## config.mk

```make
export PLATFORM = sky130hd
export DESIGN_NAME = core_fetch
export DESIGN_NICKNAME = d
export VERILOG_FILES = /design/src/rtl/core_fetch_pkg.sv /design/src/rtl/core_fetch_fifo.sv /design/src/rtl/core_fetch.sv
export SDC_FILE = /design/constraint.sdc
export NUM_CORES = 1
export LEC_CHECK = 0
export ABC_CLOCK_PERIOD_IN_PS = 10240
export BUFFER_PORTS_ARGS = -buffer_cell sky130_fd_sc_hd__buf_2
export CAP_MARGIN = 10
export CORE_AREA = 5 5 285 287
export CTS_CLUSTER_SIZE = 10
export DETAILED_ROUTE_END_ITERATION = 16
export DIE_AREA = 0 0 290 292
export HOLD_SLACK_MARGIN = 0.12
export SYNTH_ARGS = -nofsm -noshare
export SYNTH_HDL_FRONTEND = slang
export SYNTH_SLANG_ARGS = --single-unit
```

## constraint.sdc

```tcl
create_clock -name clock -period 10.24 [get_ports clock]
set_input_delay 2.048 -clock clock [delete_from_list [all_inputs] [get_ports clock]]
set_output_delay 2.048 -clock clock [all_outputs]
set_load 0.02 [all_outputs]
```

## src/rtl/core_fetch_pkg.sv

```systemverilog
// ============================================================================
// Module      : structures (package)
// Description : Shared pipeline types for the fetch stage and its consumers.
// Revision    : 1.0 - initial release
// ============================================================================
`default_nettype none

package structures;

    typedef struct packed {
        logic [31:0] inst;
        logic [63:0] fetch_pc;
        logic [63:0] fetch_pc4;
    } IF_regs_t;

    typedef struct packed {
        logic [63:0] pc;
        logic [31:0] inst;
    } fetch_entry_t;

    localparam logic [31:0] FETCH_NOP = 32'h0;

    function automatic logic [63:0] word_align(input logic [63:0] addr);
        return addr & ~64'h3;
    endfunction

endpackage

`default_nettype wire

```

## src/rtl/core_fetch_fifo.sv

```systemverilog
// ============================================================================
// Module      : fetch_fifo
// Description : Circular FIFO of fetched {pc, inst} entries with sync clear.
// Revision    : 1.0 - initial release
// ============================================================================
`default_nettype none

module fetch_fifo
    import structures::*;
#(
    parameter int DEPTH = 2,
    parameter int CNT_W = $clog2(DEPTH + 1)
) (
    input  logic               clock,
    input  logic               reset_n,
    input  logic               clear,
    input  logic               push,
    input  fetch_entry_t       push_data,
    input  logic               pop,
    output fetch_entry_t       head,
    output logic [CNT_W-1:0]   count,
    output logic               empty
);

    localparam int PTR_W = (DEPTH > 1) ? $clog2(DEPTH) : 1;
    localparam logic [PTR_W-1:0] LAST_PTR = PTR_W'(DEPTH - 1);

    fetch_entry_t       mem_q [DEPTH];
    fetch_entry_t       mem_d [DEPTH];
    logic [PTR_W-1:0]   wr_ptr_q, wr_ptr_d;
    logic [PTR_W-1:0]   rd_ptr_q, rd_ptr_d;
    logic [CNT_W-1:0]   count_q, count_d;

    // Pointers wrap explicitly so non-power-of-two depths work.
    function automatic logic [PTR_W-1:0] ptr_inc(input logic [PTR_W-1:0] p);
        return (p == LAST_PTR) ? '0 : p + PTR_W'(1);
    endfunction

    always_comb begin
        mem_d    = mem_q;
        wr_ptr_d = wr_ptr_q;
        rd_ptr_d = rd_ptr_q;
        count_d  = count_q;
        if (clear) begin
            wr_ptr_d = '0;
            rd_ptr_d = '0;
            count_d  = '0;
        end else begin
            if (push) begin
                mem_d[wr_ptr_q] = push_data;
                wr_ptr_d        = ptr_inc(wr_ptr_q);
            end
            if (pop) begin
                rd_ptr_d = ptr_inc(rd_ptr_q);
            end
            case ({push, pop})
                2'b10:   count_d = count_q + CNT_W'(1);
                2'b01:   count_d = count_q - CNT_W'(1);
                default: count_d = count_q;
            endcase
        end
    end

    always_ff @(posedge clock or negedge reset_n) begin
        if (!reset_n) begin
            for (int i = 0; i < DEPTH; i++) begin
                mem_q[i] <= '0;
            end
            wr_ptr_q <= '0;
            rd_ptr_q <= '0;
            count_q  <= '0;
        end else begin
            mem_q    <= mem_d;
            wr_ptr_q <= wr_ptr_d;
            rd_ptr_q <= rd_ptr_d;
            count_q  <= count_d;
        end
    end

    assign head  = mem_q[rd_ptr_q];
    assign count = count_q;
    assign empty = (count_q == '0);

endmodule

`default_nettype wire

```

## src/rtl/core_fetch.sv

```systemverilog
// ============================================================================
// Module      : core_fetch
// Description : In-order instruction fetch with request credit, response FIFO,
//               stall hold and flush redirect. Define FETCH_BYPASS_EN to let a
//               response land directly in IF_regs when the FIFO is empty.
// Revision    : 1.0 - initial release
// ============================================================================
`default_nettype none

module core_fetch
    import structures::*;
#(
    parameter logic [63:0] RESET_PC = 64'h0000_0000_0040_0000,
    parameter int          DEPTH    = 2
) (
    input  logic        clock,
    input  logic        reset_n,
    input  logic        stall,
    input  logic        flush,
    input  logic [63:0] redirect_pc,
    output logic        req_valid,
    output logic [63:0] req_addr,
    input  logic        req_ready,
    input  logic        resp_valid,
    input  logic [31:0] resp_inst,
    output IF_regs_t    IF_regs
);

    localparam int              CNT_W     = $clog2(DEPTH + 1);
    localparam logic [CNT_W:0]  DEPTH_CAP = (CNT_W + 1)'(DEPTH);
    localparam IF_regs_t        IF_BUBBLE = '{inst: FETCH_NOP, fetch_pc: 64'h0, fetch_pc4: 64'h0};

    logic [63:0]        pc_q, pc_d;
    logic [63:0]        exp_pc_q, exp_pc_d;
    logic [CNT_W-1:0]   inflight_q, inflight_d;
    logic [CNT_W-1:0]   drop_q, drop_d;
    IF_regs_t           if_regs_q, if_regs_d;

    fetch_entry_t       fifo_head;
    logic [CNT_W-1:0]   fifo_count;
    logic               fifo_empty;

    logic [63:0]        w_redirect;
    logic [CNT_W:0]     w_occupancy;
    logic               w_issue;
    logic               w_accept;
    logic               w_dropping;
    logic               w_live;
    logic               w_bypass;
    logic               w_push;
    logic               w_pop;

    assign w_redirect  = word_align(redirect_pc);
    // Credit covers both outstanding requests and queued words, so a response
    // always finds a free FIFO slot.
    assign w_occupancy = {1'b0, inflight_q} + {1'b0, fifo_count};
    assign w_issue     = !flush && (w_occupancy < DEPTH_CAP);
    assign w_accept    = w_issue && req_ready;
    assign w_dropping  = (drop_q != '0);
    assign w_live      = resp_valid && !w_dropping && !flush;

`ifdef FETCH_BYPASS_EN
    assign w_bypass = w_live && fifo_empty && !stall;
`else
    assign w_bypass = 1'b0;
`endif

    assign w_push = w_live && !w_bypass;
    assign w_pop  = !flush && !stall && !fifo_empty;

    fetch_fifo #(
        .DEPTH (DEPTH),
        .CNT_W (CNT_W)
    ) u_fifo (
        .clock     (clock),
        .reset_n   (reset_n),
        .clear     (flush),
        .push      (w_push),
        .push_data ('{pc: exp_pc_q, inst: resp_inst}),
        .pop       (w_pop),
        .head      (fifo_head),
        .count     (fifo_count),
        .empty     (fifo_empty)
    );

    always_comb begin
        pc_d       = pc_q;
        exp_pc_d   = exp_pc_q;
        inflight_d = inflight_q + CNT_W'(w_accept) - CNT_W'(resp_valid);
        drop_d     = drop_q;
        if_regs_d  = if_regs_q;
        if (flush) begin
            pc_d      = w_redirect;
            exp_pc_d  = w_redirect;
            // Everything still outstanding after this cycle belongs to the old path.
            drop_d    = inflight_q - CNT_W'(resp_valid);
            if_regs_d = IF_BUBBLE;
        end else begin
            if (w_accept) begin
                pc_d = pc_q + 64'd4;
            end
            if (w_live) begin
                exp_pc_d = exp_pc_q + 64'd4;
            end
            if (resp_valid && w_dropping) begin
                drop_d = drop_q - CNT_W'(1);
            end
            if (!stall) begin
                if (w_bypass) begin
                    if_regs_d = '{inst: resp_inst, fetch_pc: exp_pc_q, fetch_pc4: exp_pc_q + 64'd4};
                end else if (w_pop) begin
                    if_regs_d = '{inst: fifo_head.inst, fetch_pc: fifo_head.pc,
                                  fetch_pc4: fifo_head.pc + 64'd4};
                end else begin
                    if_regs_d = IF_BUBBLE;
                end
            end
        end
    end

    always_ff @(posedge clock or negedge reset_n) begin
        if (!reset_n) begin
            pc_q       <= RESET_PC;
            exp_pc_q   <= RESET_PC;
            inflight_q <= '0;
            drop_q     <= '0;
            if_regs_q  <= IF_BUBBLE;
        end else begin
            pc_q       <= pc_d;
            exp_pc_q   <= exp_pc_d;
            inflight_q <= inflight_d;
            drop_q     <= drop_d;
            if_regs_q  <= if_regs_d;
        end
    end

    // Request outputs read as zero while reset is held.
    assign req_valid = reset_n && w_issue;
    assign req_addr  = reset_n ? pc_q : 64'h0;
    assign IF_regs   = if_regs_q;

endmodule

`default_nettype wire

```

### Word-level counts from Yosys, hierarchy flattened

Cells that the tools add are included.

* $add $sub $neg: 12
* multipliers: 0
* divide/modulo/power cells: 0
* magnitude comparators: 4
* equal/unequal tests: 3
* shift operators: 0
* muxes and demuxes: 24
* bitwise logic cells: 3
* reduce and logical (&&, ||, !) cells: 21

Operators with widths (count)
* 160-bit 2-to-1 mux: 3
* 96-bit 2-to-1 mux: 4
* 64-bit 2-to-1 mux: 5
* 64-bit by 3-bit adder with 64-bit output, second input constant: 3
* 192-bit bitwise mux: 1
* 96-bit demux with 1-bit select: 1
* 2-bit nonzero test: 5
* 1-bit logical AND: 9
* 1-bit 2-to-1 mux: 6
* 2-bit 2-to-1 mux: 3
* 2-bit greater-or-equal comparator, second input constant: 2
* 1-bit zero test: 4
* 1-bit NOT with 2-bit output: 2
* 2-bit one-hot mux with 2 select lines: 1
* 2-bit by 1-bit subtractor with 2-bit output: 2
* 2-bit by 1-bit subtractor with 2-bit output, second input constant: 2
* 2-bit by 2-bit adder with 3-bit output: 1
* 3-bit by 2-bit < comparator with 1-bit output, second input constant: 1
* 3-bit nonzero test: 1
* 1-bit adder, second input constant: 2
* 2-bit by 1-bit adder with 2-bit output: 1
* 2-bit by 1-bit adder with 2-bit output, second input constant: 1
* 2-bit by 1-bit == test with 1-bit output, second input constant: 1
* 2-bit == test, second input constant: 1
* other kinds (5): 5

* flip-flop bits (word level): 488
* bits in latches: 0
* bits in writable memories: 0
* ROM bits: 0
* input bits: 102
* output and inout port bits: 225
* word-level logic and storage cells: 81
* memories kept: 0

### Depth between registers and ports, before layout

Gate-level depths: netlist of the first run.

* depth after elaboration: 8
* mapped depth: 18

### Cells and area by module

Synthesis of the first run repeated with hierarchy kept, for this count alone.

* cell total of the unflattened synthesis: 1963
* area total of the unflattened synthesis: 23069.6 µm²

By module, submodules not included
* core_fetch: times used 1, cells each 1432, area an instance 14602.8 µm²
* fetch_fifo: times used 1, cells each 531, area an instance 8466.9 µm²

### Least setup slack after synthesis of the first run

OpenSTA, ideal clock, no wires.

* path type: in2out
* from: input port flush
* to: output port req_valid
* arrival time: 3.231 ns
* setup slack: 4.961 ns
* cell stages on the path: 3
* cell sequence: clkbuf_1 -> clkbuf_1 -> nor4b_1

* word-level cells in the longest chain between the ends: 3

Ends and longest elaborated chain
* start, declared: RTL line core_fetch.sv:19 `input logic flush,`
* 1-bit zero test: RTL line core_fetch.sv:57 `assign w_issue = !flush && (w_occupancy < DEPTH_CAP);`
* 1-bit logical AND: RTL line core_fetch.sv:57
* 1-bit logical AND: RTL line core_fetch.sv:138 `assign req_valid = reset_n && w_issue;`
* end, declared: RTL line core_fetch.sv:21 `output logic req_valid,`

No other way between the ends.

### Worst setup path after layout of the first run

* from: input port reset_n
* to: output port req_addr[17]

* word-level cells in the longest chain between the ends: 1

Ends and longest elaborated chain
* start, declared: RTL line core_fetch.sv:17 `input logic reset_n,`
* 64-bit 2-to-1 mux: RTL line core_fetch.sv:139 `assign req_addr = reset_n ? pc_q : 64'h0;`
* end, declared: RTL line core_fetch.sv:22 `output logic [63:0] req_addr,`

No other way between the ends.

==> out/qor.txt, run 1 <==
delay of the slowest critical-path stage = 710 ps
Critical Path End Type = output port
Num CTS Buffers = 58
top cells by area, synth = dfrtp_1 51%, mux2_2 12%, nand2_1 4.1%
Worst Hold Launch = IF_regs[122]
DR WL/cell = 20.4 microns
Yosys reg bits = 477
Top FF cell, synth = dfrtp_1
H-tree level count = 2
Crit Path Max Fanout = 98
vias in the first global route = 17,400
Final nets = 2,553
share of layout cells above drive strength 1 = 28.5%
slew margin rel. = 19.9%
# hold bufs at CTS = 0
peak supply drop = 0.135 mV
critical path data required time = 8190 ps
# IOs = 327
DPL Wire Length = 52.7 mm
Layout Skew = 15.6 ps
WS Path Type = in2out
CP max-delay cell = buf_4
leakage power = 12.2 nW
gr usage total = 16.4%
Setup violations, final = 0
FILL cells = 8,116
clock slew at reported path FFs = 60 ps
Routed Antenna Nets = 0
vias = 17,400
crit share post-route = 56.7%
placed cell area = 25,900 sq um
hold violation count in the final report = 0
antenna violations before repair = 3
RSZ-0062 raised after global routing = no
WL met3 = 2.96 mm
min Tclk post-route = 5810 ps
post-synth top area share = 51.2%
clk buf depth = 3
height of the die = 292 microns
non-filler cells, final = 3,524
Max Clk Rate = 172 MHz
row count = 103
DR vias/cell = 4.94
Placed Cells incl. Taps = 3,433
pre-CTS setup slack = 4340 ps
Startpoint Class = input pin
total of max-cap violations = 0
crit path from = reset_n
initial cell density of the core = 29.6%
Pre-Repair DR Iteration Count = 5
Slew Viols, Final = 0
syn_area_per_cell = 10.8 sq um
port bufs = 322
slack of the critical path = 4430 ps
worst-margin pin slew = 1190 ps
Area growth, synth to finish = 19.1%
post-route cell area = 27,600 sq um
die width = 290 microns
Cell Pwr Density = 217 nW/um^2
clk_lat worst skew = 610 ps
Die ar. = 84,700 sq um
sequential share of the synthesized area = 51.5%
Post-Syn Area = 23,200 sq um
Top Layer Used = met5
post_cts resized = 0
DRC errors left = 0
Routability Congestion = 0.811
YS warnings = 0
core area = 78,400 sq um
CTS tree = built
worst r2r src = u_fifo.rd_ptr_q
Unique masters post-synth = 61
WL final = 72.0 mm
outcome = complete, no violations
root buf cell = clkbuf_16
first-pass GRT wire length = 109 mm
wire length on met1 = 34.9 mm
WL met2 = 31.6 mm
Synth area leader = dfrtp_1
Post-synth EDFFs = 0
worst path arrival time = 3760 ps
grt ovf = 0
Mapped Cells = 2,148
Sink Count = 477
largest net degree at the start of global routing = 99
Post-CTS Setup Bufs = 0
setup TNS = 0 ps
HP Class = reg2reg
critical-path cell list = buf_8 > buf_4 > and2_1 > buf_2
Iter 0 DRT Violations = 866
Post-synth ARST share = 100%
==> synth_stat cells (7+ instances only) <==
library cell / n
and2_1: 69
mux2_2: 257
nor3_1: 46
a21boi_0: 12
nand4_1: 60
xnor2_1: 81
xor2_1: 71
nand2_1: 252
mux2i_1: 82
ha_1: 7
a21oi_1: 45
nor2_1: 82
a22o_1: 15
dfrtp_1: 475
and4_1: 11
inv_1: 28
nor4_1: 33
nand3_1: 80
o211ai_1: 8
or4_1: 11
clkbuf_1: 90
o21ai_0: 144
nand2b_1: 9
or3_1: 8
a31oi_1: 13
nand4b_1: 15
buf_2: 16
nor2b_1: 7
and3_1: 20
o31ai_1: 13
a22oi_1: 7
nand3b_1: 8
==> cells by family (layout without fill, tap and decap cells) <==
logic type	count (synthesis)	in the layout	share of synthesized area [%]
AO/OA/AOI/OAI	292	292	7.56
XOR/XNOR	152	152	5.74
adder cells (fa/ha/maj)	8	8	0.464
buffers and inverters	144	466	2.58
flip-flops	477	477	51.5
multiplexers	339	339	16.0
other	1	5	0.0162
AND/OR/NAND/NOR	735	735	16.2
==> state kept, by name, summed over array words and instances, names as in the netlist <==
| register | cells |
|---|---|
| IF_regs | 157 |
| u_fifo.count | 2 |
| u_fifo.mem_q | 188 |
| pc_q | 62 |
| inflight_q | 2 |
| exp_pc_q | 62 |
| drop_q | 2 |
| u_fifo.wr_ptr_q | 1 |
| u_fifo.rd_ptr_q | 1 |
==> routing by layer <==
metal | up-vias | global-route usage, %
met5 | - | 0
met4 | 6 | 5.34
met3 | 121 | 2.86
met2 | 401 | 25.0
met1 | 8623 | 23.8
li1 | 8245 | -
==> final cells by class <==
cell class / count / area [sq um] / share of cell area, %
tap: 1050 / 1310 / 4.76
clock inverter: 11 / 126 / 0.457
clock buffer: 77 / 1590 / 5.77
sequential: 477 / 11900 / 43.2
timing repair buffer: 349 / 1820 / 6.60
multi-input combinational: 1528 / 10700 / 38.8
inverter: 29 / 111 / 0.403
antenna: 3 / 7.51 / 0.0272
==> power by group <==
| part | internal (W) | leakage, nW | switching, W | total, W |
|---|---|---|---|---|
| Clock | 0.00112 | 0.843 | 0.000803 | 0.00192 |
| Sequential | 0.00231 | 6.09 | 0.000386 | 0.00270 |
| Combinational | 0.000648 | 5.23 | 0.000723 | 0.00137 |
| Total | 0.00408 | 12.2 | 0.00191 | 0.00600 |
==> layout by cell type (no fill, tap or decap), drive strengths merged, types with 20 or more instances in the layout <==
cell    synthesis  layout
a21oi          45      45
and2           70      70
and3           20      20
buf            25     349
clkbuf         90      77
dfrtp         475     475
inv            28      31
mux2          257     257
mux2i          82      82
nand2         253     253
nand3          80      80
nand4          60      60
nor2           82      82
nor3           46      46
nor4           36      36
o21ai         145     145
xnor2          81      81
xor2           71      71
==> critical path: cells and delay by family <==
family        cells  cell delay [ps]
buf+inv           3             1270
simple gates      1              230
==> through the flow <==
stage / util, % / hold WS (ps) / power [W]
final: 35.3 / 470 / 0.00600
after global routing: 35.2 / 493 / 0.00636
after CTS: 35.2 / 474 / 0.00608
after detailed placement: 33.1 / 461 / 0.00411
after global placement: 33.1 / 455 / 0.00407
after floorplan: - / 466 / 0.00361
==> path summary, 6_finish.rpt <==
path / end / slack [ps] / cells past startpoint
hold reg to reg: IF_regs[122] / 470 / 1
max in group asynchronous: u_fifo.mem_q[90] / 6250 / 4
setup / recovery: req_addr[17] / 4430 / 4
hold / removal: IF_regs[122] / 470 / 1
min in group asynchronous: u_fifo.mem_q[60] / 1430 / 1
setup reg to reg: IF_regs[56] / 5360 / 7
No activity file was read; power rests on OpenSTA's default activity.
==> run 2: changes to the inputs <==
--- a/config.mk
+++ b/config.mk
@@ -5,7 +5,7 @@
 export SDC_FILE = /design/constraint.sdc
 export NUM_CORES = 1
 export LEC_CHECK = 0
-export ABC_CLOCK_PERIOD_IN_PS = 10240
+export ABC_CLOCK_PERIOD_IN_PS = 5540
 export BUFFER_PORTS_ARGS = -buffer_cell sky130_fd_sc_hd__buf_2
 export CAP_MARGIN = 10
 export CORE_AREA = 5 5 285 287
==> constraint.sdc (replaced) <==
create_clock -name clock -period 5.54 [get_ports clock]
set_input_delay 1.108 -clock clock [delete_from_list [all_inputs] [get_ports clock]]
set_output_delay 1.108 -clock clock [all_outputs]
set_load 0.02 [all_outputs]
==> run 2 against run 1 <==
  * Setup slack got worse by 2700 ps
  * Worst hold slack got worse by 1.2 ps
  * Die area unchanged
  * Global-route usage decreased by 0.13 points
  * Register-to-register slack got worse by 3600 ps
  * Cell count about the same
  * Critical path type is now reg2reg
==> out/qor.txt, run 2 (synthesized netlist as in run 1, its figures left out) <==
outcome = complete, no violations
DR vias/cell = 4.92 (-0.37%)
core area = 78,400 sq um (unchanged)
clock slew at reported path FFs = 60 ps (about the same)
Pre-Repair DR Iteration Count = 5 (unchanged)
grt ovf = 0 (unchanged)
largest net degree at the start of global routing = 158 (+60%)
Max Clk Rate = 261 MHz
Routability Congestion = 0.827 (+1.9%)
DPL Wire Length = 52.5 mm (-0.38%)
Critical Path End Type = flop
critical path data required time = 6010 ps (-2180 ps)
leakage power = 12.2 nW (+0.18%)
hold violation count in the final report = 0 (unchanged)
commonest non-fill, non-tap cell in the layout = dfrtp_1
post-route cell area = 27,700 sq um (+0.21%)
H-tree level count = 2 (unchanged)
Die ar. = 84,700 sq um (unchanged)
initial cell density of the core = 29.6% (unchanged)
row count = 103 (unchanged)
peak supply drop = 0.292 mV (+120%)
critical-path cell list = buf_4 > mux2_2 > ha_1 > nand4_1 > nand2_1 > nand4_1 > nor3_1 > a211o_1 > nand3_1
FILL cells = 8,017 (-1.2%)
min Tclk post-route = 3830 ps
HP Class = reg2reg
Layout Skew = 25.2 ps (+9.63 ps)
Slew Viols, Final = 0 (unchanged)
height of the die = 292 microns (unchanged)
vias in the first global route = 17,400 (-0.16%)
commonest non-fill, non-tap cells in the layout = 474 x dfrtp_1, 321 x buf_2, 257 x mux2_2, 252 x nand2_1, 143 x o21ai_0
CP max-delay cell = dfrtp_4
total of max-cap violations = 0 (unchanged)
setup TNS = 0 ps (unchanged)
placed cell area = 26,100 sq um (+0.59%)
Num CTS Buffers = 57 (-1.7%)
die width = 290 microns (unchanged)
vias = 17,300 (-0.31%)
Startpoint Class = flop
Final nets = 2,559 (+0.24%)
antenna violations before repair = 4 (+1)
final cell utilization of the core = 35.3% (+0.073 points)
Hold Slack = 469 ps (-1.18 ps)
Area growth, synth to finish = 19.3%
clk buf depth = 3 (unchanged)
clk_lat worst skew = 610 ps (about the same)
Routed Antenna Nets = 0 (unchanged)
Cell Pwr Density = 395 nW/um^2 (+82%)
slew margin rel. = 23.2% (+3.3 points)
# IOs = 327 (unchanged)
Crit Path Max Fanout = 64 (-35%)
# hold bufs at CTS = 0 (unchanged)
DR WL/cell = 20.2 microns (-1.1%)
Sink Count = 477 (unchanged)
WL final = 71.2 mm (-1.0%)
total design power = 0.0109 W (+82%)
RSZ-0062 raised after global routing = no
Reg area = 11,900 sq um (unchanged)
share of layout cells above drive strength 1 = 28.6% (+0.035 points)
crit share post-route = 69.1%
first-pass GRT wire length = 109 mm (-0.49%)
CTS tree = built
footprint of the multi-input gates = 10,700 sq um (unchanged)
post_cts resized = 0 (unchanged)
WS Path Type = reg2reg
gr usage total = 16.3% (-0.13 points)
delay of the slowest critical-path stage = 960 ps (+250 ps)
worst path arrival time = 4300 ps (+540 ps)
Iter 0 DRT Violations = 928 (+7.2%)
root buf cell = clkbuf_16
worst-margin pin slew = 1150 ps (-48.4 ps)
Reg with most FFs = u_fifo.mem_q
port bufs = 322 (unchanged)
Largest register FFs = 188 (unchanged)
Setup violations, final = 0 (unchanged)
DRC errors left = 0 (unchanged)
most used cell, CP = nand4_1
Post-CTS Setup Bufs = 0 (unchanged)
-- run 2: worst max-delay path, delay by kind of cell (launching register included) --
| kind | cells | cell delay (ps) |
|---|---|---|
| AO/OA/AOI/OAI | 1 | 230 |
| adder cells (fa/ha/maj) | 1 | 230 |
| buffers and inverters | 1 | 440 |
| flip-flops | 1 | 960 |
| multiplexers | 1 | 260 |
| AND/OR/NAND/NOR | 5 | 1540 |
-- run 2: area by class of cell --
| cell class | count | share of cell area (%) |
|---|---|---|
| Timing Repair Buffer | 356 | 7.14 |
| Clock buffer | 79 | 5.74 |
| Multi-Input combinational cell | 1528 | 38.7 |
| Inverter | 29 | 0.402 |
| Antenna cell | 1 | 0.00904 |
| Sequential cell | 477 | 43.1 |
| Tap cell | 1050 | 4.75 |
| Clock inverter | 6 | 0.145 |
-- run 2: path summary, 6_finish.rpt --
path / startpoint / endpoint / slack (ps) / depth (start not counted)
min in group asynchronous: reset_n / pc_q[19] / 550 / 1
hold / removal: IF_regs[123] / IF_regs[123] / 470 / 1
setup / recovery: u_fifo.rd_ptr_q / IF_regs[62] / 1710 / 9
hold reg to reg: IF_regs[123] / IF_regs[123] / 470 / 1
setup reg to reg: u_fifo.rd_ptr_q / IF_regs[62] / 1710 / 9
max in group asynchronous: reset_n / exp_pc_q[4] / 3060 / 3
-- run 2: where the power goes --
group / switching [W] / leakage, nW / internal (W)
registers: 0.000720 / 6.09 / 0.00428
clock network: 0.00143 / 0.797 / 0.00196
logic: 0.00134 / 5.30 / 0.00121
total: 0.00348 / 12.2 / 0.00745
-- run 2: through the flow --
stage / setup WS, ps / std cells
2_1_floorplan: 1800 / 2149
3_3_place_gp: 1660 / 3440
3_5_place_dp: 1640 / 3440
4_1_cts: 1650 / 3525
5_1_grt: 1560 / 3525
6_report: 1710 / 3526
-- run 2: layer usage --
metal | wire [microns] | vias to the layer above | track usage [%] | part of all wire, %
met5 | 39 | - | 0 | 0.055
met3 | 3140 | 112 | 3.29 | 4.4
li1 | - | 8248 | - | -
met1 | 34500 | 8590 | 23.4 | 49
met4 | 2560 | 6 | 5.47 | 3.6
met2 | 30900 | 386 | 24.6 | 43
